`config.mk`:
```
export PLATFORM = sky130hd
export DESIGN_NAME = ac97_mic_level_flat
export DESIGN_NICKNAME = d
export VERILOG_FILES = /design/src/rtl/ac97_pkg.sv /design/src/rtl/ac97_mic_level_if.sv /design/src/rtl/ac97_bit_sync.sv /design/src/rtl/ac97_mic_level.sv /design/src/flat_wrapper.sv
export SDC_FILE = /design/constraint.sdc
export NUM_CORES = 1
export LEC_CHECK = 0
export BUFFER_PORTS_ARGS = -buffer_cell sky130_fd_sc_hd__buf_2
export CAP_MARGIN = 20
export CORE_ASPECT_RATIO = 0.9
export CORE_MARGIN = 8
export CORE_UTILIZATION = 50
export CTS_BUF_LIST = sky130_fd_sc_hd__clkbuf_16
export DETAILED_ROUTE_END_ITERATION = 8
export GPL_TIMING_DRIVEN = 1
export PLACE_DENSITY_LB_ADDON = 0.25
export SLEW_MARGIN = 5
export SYNTH_ARGS = -nofsm -noshare
export SYNTH_HDL_FRONTEND = slang
export SYNTH_HIERARCHICAL = 1
export SYNTH_SLANG_ARGS = --single-unit
```
`constraint.sdc`:
```
create_clock -name Clock -period 5.9 [get_ports Clock]
set_input_delay 1.475 -clock Clock [delete_from_list [all_inputs] [get_ports Clock]]
set_output_delay 1.475 -clock Clock [all_outputs]
set_load 0.01 [all_outputs]
```
`src/rtl/ac97_pkg.sv`:
```
// Shared AC'97 link constants, types and slot helpers.
// Used by the mic capture path and the output serializer.
package ac97_pkg;

  localparam int FRAME_BITS = 256;
  localparam int TAG_BITS   = 16;
  localparam int SLOT_BITS  = 20;

  typedef logic [$clog2(FRAME_BITS)-1:0] bit_idx_t;
  typedef logic signed [SLOT_BITS-1:0]   sample_t;

  localparam bit_idx_t IDLE_BIT = bit_idx_t'(FRAME_BITS - 1);

  function automatic bit_idx_t slot_start(input int n);
    return bit_idx_t'(TAG_BITS + SLOT_BITS * (n - 1));
  endfunction

endpackage

```
`src/rtl/ac97_mic_level_if.sv`:
```
// Codec link inputs and captured sample / level outputs.
// master = codec side, slave = ac97_mic_level.
interface ac97_mic_level_if;
  import ac97_pkg::*;

  logic                 BitClk;
  logic                 Sync;
  logic                 SDataIn;
  sample_t              Sample;
  logic                 SampleValid;
  logic [SLOT_BITS-1:0] Level;
  logic                 Locked;

  modport master (
    output BitClk, Sync, SDataIn,
    input  Sample, SampleValid, Level, Locked
  );

  modport slave (
    input  BitClk, Sync, SDataIn,
    output Sample, SampleValid, Level, Locked
  );

endinterface

```
`src/rtl/ac97_bit_sync.sv`:
```
// Brings BIT_CLK, SYNC and SDATA into the system clock domain.
// strobe marks a synchronized BIT_CLK falling edge.
module ac97_bit_sync (
  input  logic clk,
  input  logic rst_n,
  input  logic bit_clk,
  input  logic sync,
  input  logic sdata,
  output logic strobe,
  output logic sync_s,
  output logic sdata_s
);

  logic [2:0] bclk_q;
  logic [1:0] sync_q;
  logic [1:0] sdata_q;

  // Two-flop synchronizers; bclk keeps one extra stage for edge detect
  always_ff @(posedge clk) begin
    if (!rst_n) begin
      bclk_q  <= '0;
      sync_q  <= '0;
      sdata_q <= '0;
    end else begin
      bclk_q  <= {bclk_q[1:0], bit_clk};
      sync_q  <= {sync_q[0], sync};
      sdata_q <= {sdata_q[0], sdata};
    end
  end

  assign strobe  = bclk_q[2] & ~bclk_q[1];
  assign sync_s  = sync_q[1];
  assign sdata_s = sdata_q[1];

endmodule

```
`src/rtl/ac97_mic_level.sv`:
```
// Captures one AC'97 ADC slot per frame and tracks a
// peak-hold, decaying magnitude envelope of it.
module ac97_mic_level
  import ac97_pkg::*;
#(
  parameter int SLOT          = 6,
  parameter int DECAY_SAMPLES = 48,
  parameter int DECAY_SHIFT   = 4,
  parameter int LOCK_FRAMES   = 2
) (
  input logic             Clock,
  input logic             Reset_B,
  ac97_mic_level_if.slave link
);

  localparam bit_idx_t FIRST   = slot_start(SLOT);
  localparam bit_idx_t LAST    = bit_idx_t'(int'(FIRST) + SLOT_BITS - 1);
  localparam bit_idx_t TAG_POS = bit_idx_t'(SLOT);

  logic                 strobe, sync_s, sdata_s;
  logic                 sync_prev, armed;
  logic                 sync_rise, in_frame, in_slot;
  bit_idx_t             bit_cnt, nxt_idx;
  logic [7:0]           idle_cnt, align_cnt;
  logic                 frame_v, slot_v;
  logic [SLOT_BITS-1:0] shift, shift_nxt;
  sample_t              sample;
  logic                 sample_valid;
  logic [SLOT_BITS-1:0] level, lvl_nxt;
  logic [SLOT_BITS-1:0] s_u, mag, peak;
  logic [15:0]          dcnt;
  logic                 decay_due;

  ac97_bit_sync u_sync (
    .clk     (Clock),
    .rst_n   (Reset_B),
    .bit_clk (link.BitClk),
    .sync    (link.Sync),
    .sdata   (link.SDataIn),
    .strobe  (strobe),
    .sync_s  (sync_s),
    .sdata_s (sdata_s)
  );

  // Index of the bit arriving on this strobe; 255 holds when idle
  always_comb begin
    sync_rise = strobe & sync_s & ~sync_prev;
    in_frame  = (bit_cnt != IDLE_BIT) | armed;
    nxt_idx   = bit_cnt + bit_idx_t'(1);
    if (!in_frame) nxt_idx = IDLE_BIT;
    in_slot   = (nxt_idx >= FIRST) && (nxt_idx <= LAST);
    shift_nxt = {shift[SLOT_BITS-2:0], sdata_s};
  end

  // Bit counter, SYNC alignment tracking and lock/loss detection
  always_ff @(posedge Clock) begin
    if (!Reset_B) begin
      sync_prev <= 1'b0;
      bit_cnt   <= IDLE_BIT;
      armed     <= 1'b0;
      idle_cnt  <= '0;
      align_cnt <= '0;
    end else if (strobe) begin
      sync_prev <= sync_s;
      if (sync_rise) begin
        bit_cnt  <= IDLE_BIT;
        armed    <= 1'b1;
        idle_cnt <= '0;
        if (bit_cnt == IDLE_BIT - bit_idx_t'(1)) begin
          if (align_cnt != 8'hff) align_cnt <= align_cnt + 8'd1;
        end else if (bit_cnt != IDLE_BIT) begin
          align_cnt <= '0;
        end
      end else begin
        bit_cnt <= nxt_idx;
        armed   <= 1'b0;
        if (!in_frame) begin
          if (idle_cnt == 8'hff) align_cnt <= '0;
          else idle_cnt <= idle_cnt + 8'd1;
        end
      end
    end
  end

  // Tag latching, slot shift-in and sample hand-off
  always_ff @(posedge Clock) begin
    if (!Reset_B) begin
      frame_v      <= 1'b0;
      slot_v       <= 1'b0;
      shift        <= '0;
      sample       <= '0;
      sample_valid <= 1'b0;
    end else begin
      sample_valid <= 1'b0;
      if (strobe && !sync_rise && in_frame) begin
        if (nxt_idx == '0) frame_v <= sdata_s;
        if (nxt_idx == TAG_POS) slot_v <= sdata_s;
        if (in_slot) shift <= shift_nxt;
        if (nxt_idx == LAST && frame_v && slot_v) begin
          sample       <= shift_nxt;
          sample_valid <= 1'b1;
        end
      end
    end
  end

  // Magnitude and envelope candidate; a stalled decay snaps to mag
  always_comb begin
    s_u = sample;
    mag = s_u;
    if (s_u[SLOT_BITS-1]) begin
      mag = (s_u == {1'b1, {(SLOT_BITS-1){1'b0}}})
          ? {1'b0, {(SLOT_BITS-1){1'b1}}}
          : ~s_u + 1'b1;
    end
    decay_due = (dcnt == 16'(DECAY_SAMPLES - 1));
    peak      = decay_due ? level - (level >> DECAY_SHIFT) : level;
    lvl_nxt   = (peak > mag) ? peak : mag;
    if (decay_due && peak == level) lvl_nxt = mag;
  end

  // Envelope register and decay pacing, advanced per valid sample
  always_ff @(posedge Clock) begin
    if (!Reset_B) begin
      level <= '0;
      dcnt  <= '0;
    end else if (sample_valid) begin
      level <= lvl_nxt;
      dcnt  <= decay_due ? '0 : dcnt + 16'd1;
    end
  end

  assign link.Sample      = sample;
  assign link.SampleValid = sample_valid;
  assign link.Level       = level;
  assign link.Locked      = align_cnt >= 8'(LOCK_FRAMES);

endmodule
```
`src/flat_wrapper.sv`:
```
// flat-port wrapper written by rule: the top's interface ports become plain ports
module ac97_mic_level_flat import ac97_pkg::*;
#(
  parameter int SLOT          = 6,
  parameter int DECAY_SAMPLES = 48,
  parameter int DECAY_SHIFT   = 4,
  parameter int LOCK_FRAMES   = 2
)
  (Clock, Reset_B, link_BitClk, link_Sync, link_SDataIn, link_Sample, link_SampleValid, link_Level, link_Locked);
  ac97_mic_level_if link_i ();
  input logic Clock;
  input logic Reset_B;
  input wire logic [$bits(link_i.BitClk)-1:0] link_BitClk;
  input wire logic [$bits(link_i.Sync)-1:0] link_Sync;
  input wire logic [$bits(link_i.SDataIn)-1:0] link_SDataIn;
  output wire logic [$bits(link_i.Sample)-1:0] link_Sample;
  output wire logic [$bits(link_i.SampleValid)-1:0] link_SampleValid;
  output wire logic [$bits(link_i.Level)-1:0] link_Level;
  output wire logic [$bits(link_i.Locked)-1:0] link_Locked;
  assign link_i.BitClk = link_BitClk;
  assign link_i.Sync = link_Sync;
  assign link_i.SDataIn = link_SDataIn;
  assign link_Sample = link_i.Sample;
  assign link_SampleValid = link_i.SampleValid;
  assign link_Level = link_i.Level;
  assign link_Locked = link_i.Locked;
  ac97_mic_level #(.SLOT(SLOT), .DECAY_SAMPLES(DECAY_SAMPLES), .DECAY_SHIFT(DECAY_SHIFT), .LOCK_FRAMES(LOCK_FRAMES)) u_core (.Clock(Clock), .Reset_B(Reset_B), .link(link_i));
endmodule
```
==> impl_metrics.env <==
export IMPL_grt_max_degree=43
export IMPL_cp_data_arrival_time_ns=5.71
export IMPL_avgRoutedWirePerCell_um=15.2
export IMPL_place_ws_ns=0.564
export IMPL_grt_pass1_wl_mm=28.2
export IMPL_critPathRequiredTime_ns=6.14
export IMPL_die_w_um=141
export IMPL_p_per_area_mw_per_mm2=178
export IMPL_hold_violations=0
export IMPL_via_count=6259
export IMPL_ys_warn_count=6
export IMPL_initial_core_util=0.506
export IMPL_nFillCells=1312
export IMPL_grt_antenna_before_repair=0
export IMPL_postPlaceCellArea_mm2=0.00737
export IMPL_power_frac_comb=0.017
export IMPL_ys_ff_latch=111
export IMPL_async_flop_share=0
export IMPL_regArea_mm2=0.00222
export IMPL_n_antenna_cell=0
export IMPL_startpoint_type="flip-flop"
export IMPL_ir_drop_mv=0.268
export IMPL_maxCapViolCount=0
export IMPL_cts_root_buf="clkbuf_16"
export IMPL_setup_viol=0
export IMPL_clk_latency_ns=0.36
export IMPL_synth_edf_count=0
export IMPL_critPathKind="reg2reg"
export IMPL_skew_ns=0.00906
export IMPL_die_h_um=129
export IMPL_syn_nets=947
export IMPL_dieArea_mm2=0.0181
export IMPL_drc=0
export IMPL_ant_nets=0
export IMPL_syn_to_final_growth_pct=8.94
export IMPL_io_pins=47
export IMPL_clk_path_buf_depth=2
export IMPL_clock_sinks=111
export IMPL_synth_area_leaders="dfxtp_1 (32%), ha_1 (7.6%), nand2_1 (6.4%), xnor2_1 (5.7%), nor2_1 (5.5%)"
export IMPL_intPower_w=0.00105
export IMPL_setup_tns_ns=0
export IMPL_finalCritPeriodShare=0.927
export IMPL_h_tree_depth=3
export IMPL_synth_top_area_frac=0.316
export IMPL_clk_pin_slew_ns=0.07
export IMPL_cts_hold_buf=0
export IMPL_ys_types=64
export IMPL_fin_ws_ns=0.432
export IMPL_rsz0062_at_grt="false"
export IMPL_seq_power_share=0.552
export IMPL_period_minus_slack_ns=5.47
export IMPL_cp_max_fo=14
export IMPL_synth_largest_area_cell="dfxtp_1"
export IMPL_avgSynthCellArea_um2=7.84
export IMPL_pwr_share_clk=0.431
export IMPL_cts_resized=0
export IMPL_p_sw_w=0.000312
export IMPL_final_nets=969
export IMPL_synth_cell_area_mm2=0.00704
export IMPL_hpwl_mm=12.7
export IMPL_first_pass_iters=5
export IMPL_max_slew_margin=0.278
export IMPL_drive_above_1_share=0.0951
export IMPL_timing_fmax_mhz=183
export IMPL_grt_overflow=0
export IMPL_netlist_instances=898
export IMPL_stdcell_area_mm2=0.00767
export IMPL_drt_iter0_drc=473
export IMPL_rows=41
export IMPL_grt_pass1_vias=5668
export IMPL_wl_mm=17.0
export IMPL_post_cts_setup_buffers=0
export IMPL_yosysSeqAreaShare=0.316
export IMPL_cts_tree="done"
export IMPL_core_area_mm2=0.0139
export IMPL_worst_setup_path_end_kind="flip-flop"
export IMPL_leakage_nw=3.35
export IMPL_status="completed"
export IMPL_viasPerCell=5.60
export IMPL_worstMarginPinSlew_ns=1.08
export IMPL_multi_input_area_mm2=0.00449
export IMPL_dominantRegCellSynth="dfxtp_1"
export IMPL_gp_congestion=0.902
export IMPL_drv_slew=0
export IMPL_hp_class="reg2reg"
export IMPL_cts_buffers=9
export IMPL_port_buffers=46
export IMPL_grtUsageTotal=0.190
export IMPL_p_sw_frac=0.229
[worst max-delay path: stages (launching register included)]
cell and delay, ns:
dfxtp_1 0.49, inv_1 0.14, ha_1 0.43, a21oi_1 0.36, a32oi_1 0.21, a21oi_1 0.17
o21ai_1 0.16, and2_1 0.22, or4_1 0.51, nor3_1 0.36, xnor2_1 0.12, ha_1 0.31
nand4_1 0.13, nor2_1 0.18, nand2_1 0.10, a21oi_1 0.12, a2111oi_0 0.08, a21oi_1 0.38
o2111a_1 0.56, a21oi_1 0.14, a21boi_2 0.17
[path summary, 6_finish.rpt]
kind                           start                       to  slack (ns)  depth (start not counted)
min reg2reg  u_core/u_sync/sync_q[0]  u_core/u_sync/sync_q[1]        0.44                          1
max            u_core/link.Level[16]     u_core/link.Level[6]        0.43                         20
min          u_core/u_sync/sync_q[0]  u_core/u_sync/sync_q[1]        0.44                          1
max reg2reg    u_core/link.Level[16]     u_core/link.Level[6]        0.43                         20
[kinds of logic (layout without fill, tap and decap cells)]
| kind of cell | Yosys count | count (layout) | share of synthesized area |
|---|---|---|---|
| fa+ha+maj | 44 | 44 | 0.0793 |
| xor+xnor | 74 | 74 | 0.0980 |
| flops | 111 | 111 | 0.316 |
| mux | 25 | 25 | 0.0356 |
| compound gates | 197 | 197 | 0.180 |
| simple gates | 368 | 368 | 0.245 |
| buf+inv | 79 | 106 | 0.0468 |
[Yosys cell counts, types with 3 or more instances]
library cell,n
ha_1,43
a211oi_1,3
or4_1,6
o31ai_1,7
o22ai_1,3
buf_6,4
xor2_1,25
nand4_1,26
a21boi_2,7
and3_1,6
or3_1,11
a31oi_1,3
a21oi_1,67
mux2i_1,25
nor2b_1,8
nand2b_1,4
nand3b_1,4
nand3_1,31
clkbuf_1,37
a21o_1,12
o21ai_0,53
dfxtp_1,111
nor4_1,11
nor2_1,103
nand2_1,120
and2_1,11
nor3_1,17
xnor3_1,3
a211o_1,5
inv_1,34
o21ai_1,6
o21a_1,3
o32ai_1,3
xnor2_1,46
[cell usage in the layout (no fill, tap or decap), types with 4 or more instances in the layout]
cell type / synthesis / routed
clkbuf_16: 0 / 9
nor3_1: 17 / 17
a21oi_1: 67 / 67
or4_1: 6 / 6
nand2_1: 120 / 120
a21boi_2: 7 / 7
buf_2: 2 / 46
nand2b_1: 4 / 4
o21ai_0: 53 / 53
o21ai_1: 6 / 6
buf_4: 0 / 9
xor2_1: 25 / 25
dfxtp_1: 111 / 111
nor2_1: 103 / 103
or3_1: 11 / 11
nand3_1: 31 / 31
and2_1: 11 / 11
inv_1: 34 / 34
nand3b_1: 4 / 4
xnor2_1: 46 / 46
mux2i_1: 25 / 25
and3_1: 6 / 6
a21o_1: 12 / 12
nor4_1: 11 / 11
nor2b_1: 8 / 8
o31ai_1: 7 / 7
ha_1: 43 / 43
a211o_1: 5 / 5
inv_6: 0 / 4
nand4_1: 26 / 26
[per-stage QoR]
| step | utilization | hold WS [ns] | power (W) | cells |
|---|---|---|---|---|
| 3_3_place_gp | 0.530 | 0.413 | 0.000793 | 1101 |
| 6_report | 0.552 | 0.435 | 0.00136 | 1118 |
| 3_5_place_dp | 0.530 | 0.419 | 0.000793 | 1101 |
| 5_1_grt | 0.552 | 0.452 | 0.00141 | 1118 |
| 4_1_cts | 0.551 | 0.439 | 0.00138 | 1117 |
| 2_1_floorplan | - | 0.412 | 0.000785 | 898 |
[flip-flops by register name, indices dropped and copies added (netlist names)]
signal                   count
u_core/align_cnt             8
u_core/armed                 1
u_core/bit_cnt               8
u_core/dcnt                 16
u_core/frame_v               1
u_core/idle_cnt              8
u_core/link.Level           20
u_core/link.Sample          20
u_core/link.SampleValid      1
u_core/shift                19
u_core/slot_v                1
u_core/sync_prev             1
u_core/u_sync/bclk_q         3
u_core/u_sync/sdata_q        2
u_core/u_sync/sync_q         2
[layout make-up]
class,count,share of cell area
Clock buffer,9,0.0294
Tap cell,193,0.0315
Multi-Input combinational cell,708,0.585
Timing Repair Buffer,55,0.0388
Clock inverter,7,0.00816
Sequential cell,111,0.290
Inverter,35,0.0171
[layer usage]
layer	global-route usage	vias to the layer above	routed length, um
met5	0	-	0
met4	0.0499	0	214
met3	0.0426	20	1030
met2	0.287	174	7420
met1	0.266	2876	8360
li1	-	3189	-
[power groups by stage]
stage               registers [W]  clock network [W]  logic [W]
finish                   0.000752           0.000588  0.0000230
global route             0.000753           0.000636  0.0000257
CTS                      0.000752           0.000605  0.0000228
detailed placement       0.000770                  0  0.0000228
global placement         0.000770                  0  0.0000228
floorplan                0.000769                  0  0.0000158
Power figures use the tool's default switching activity.
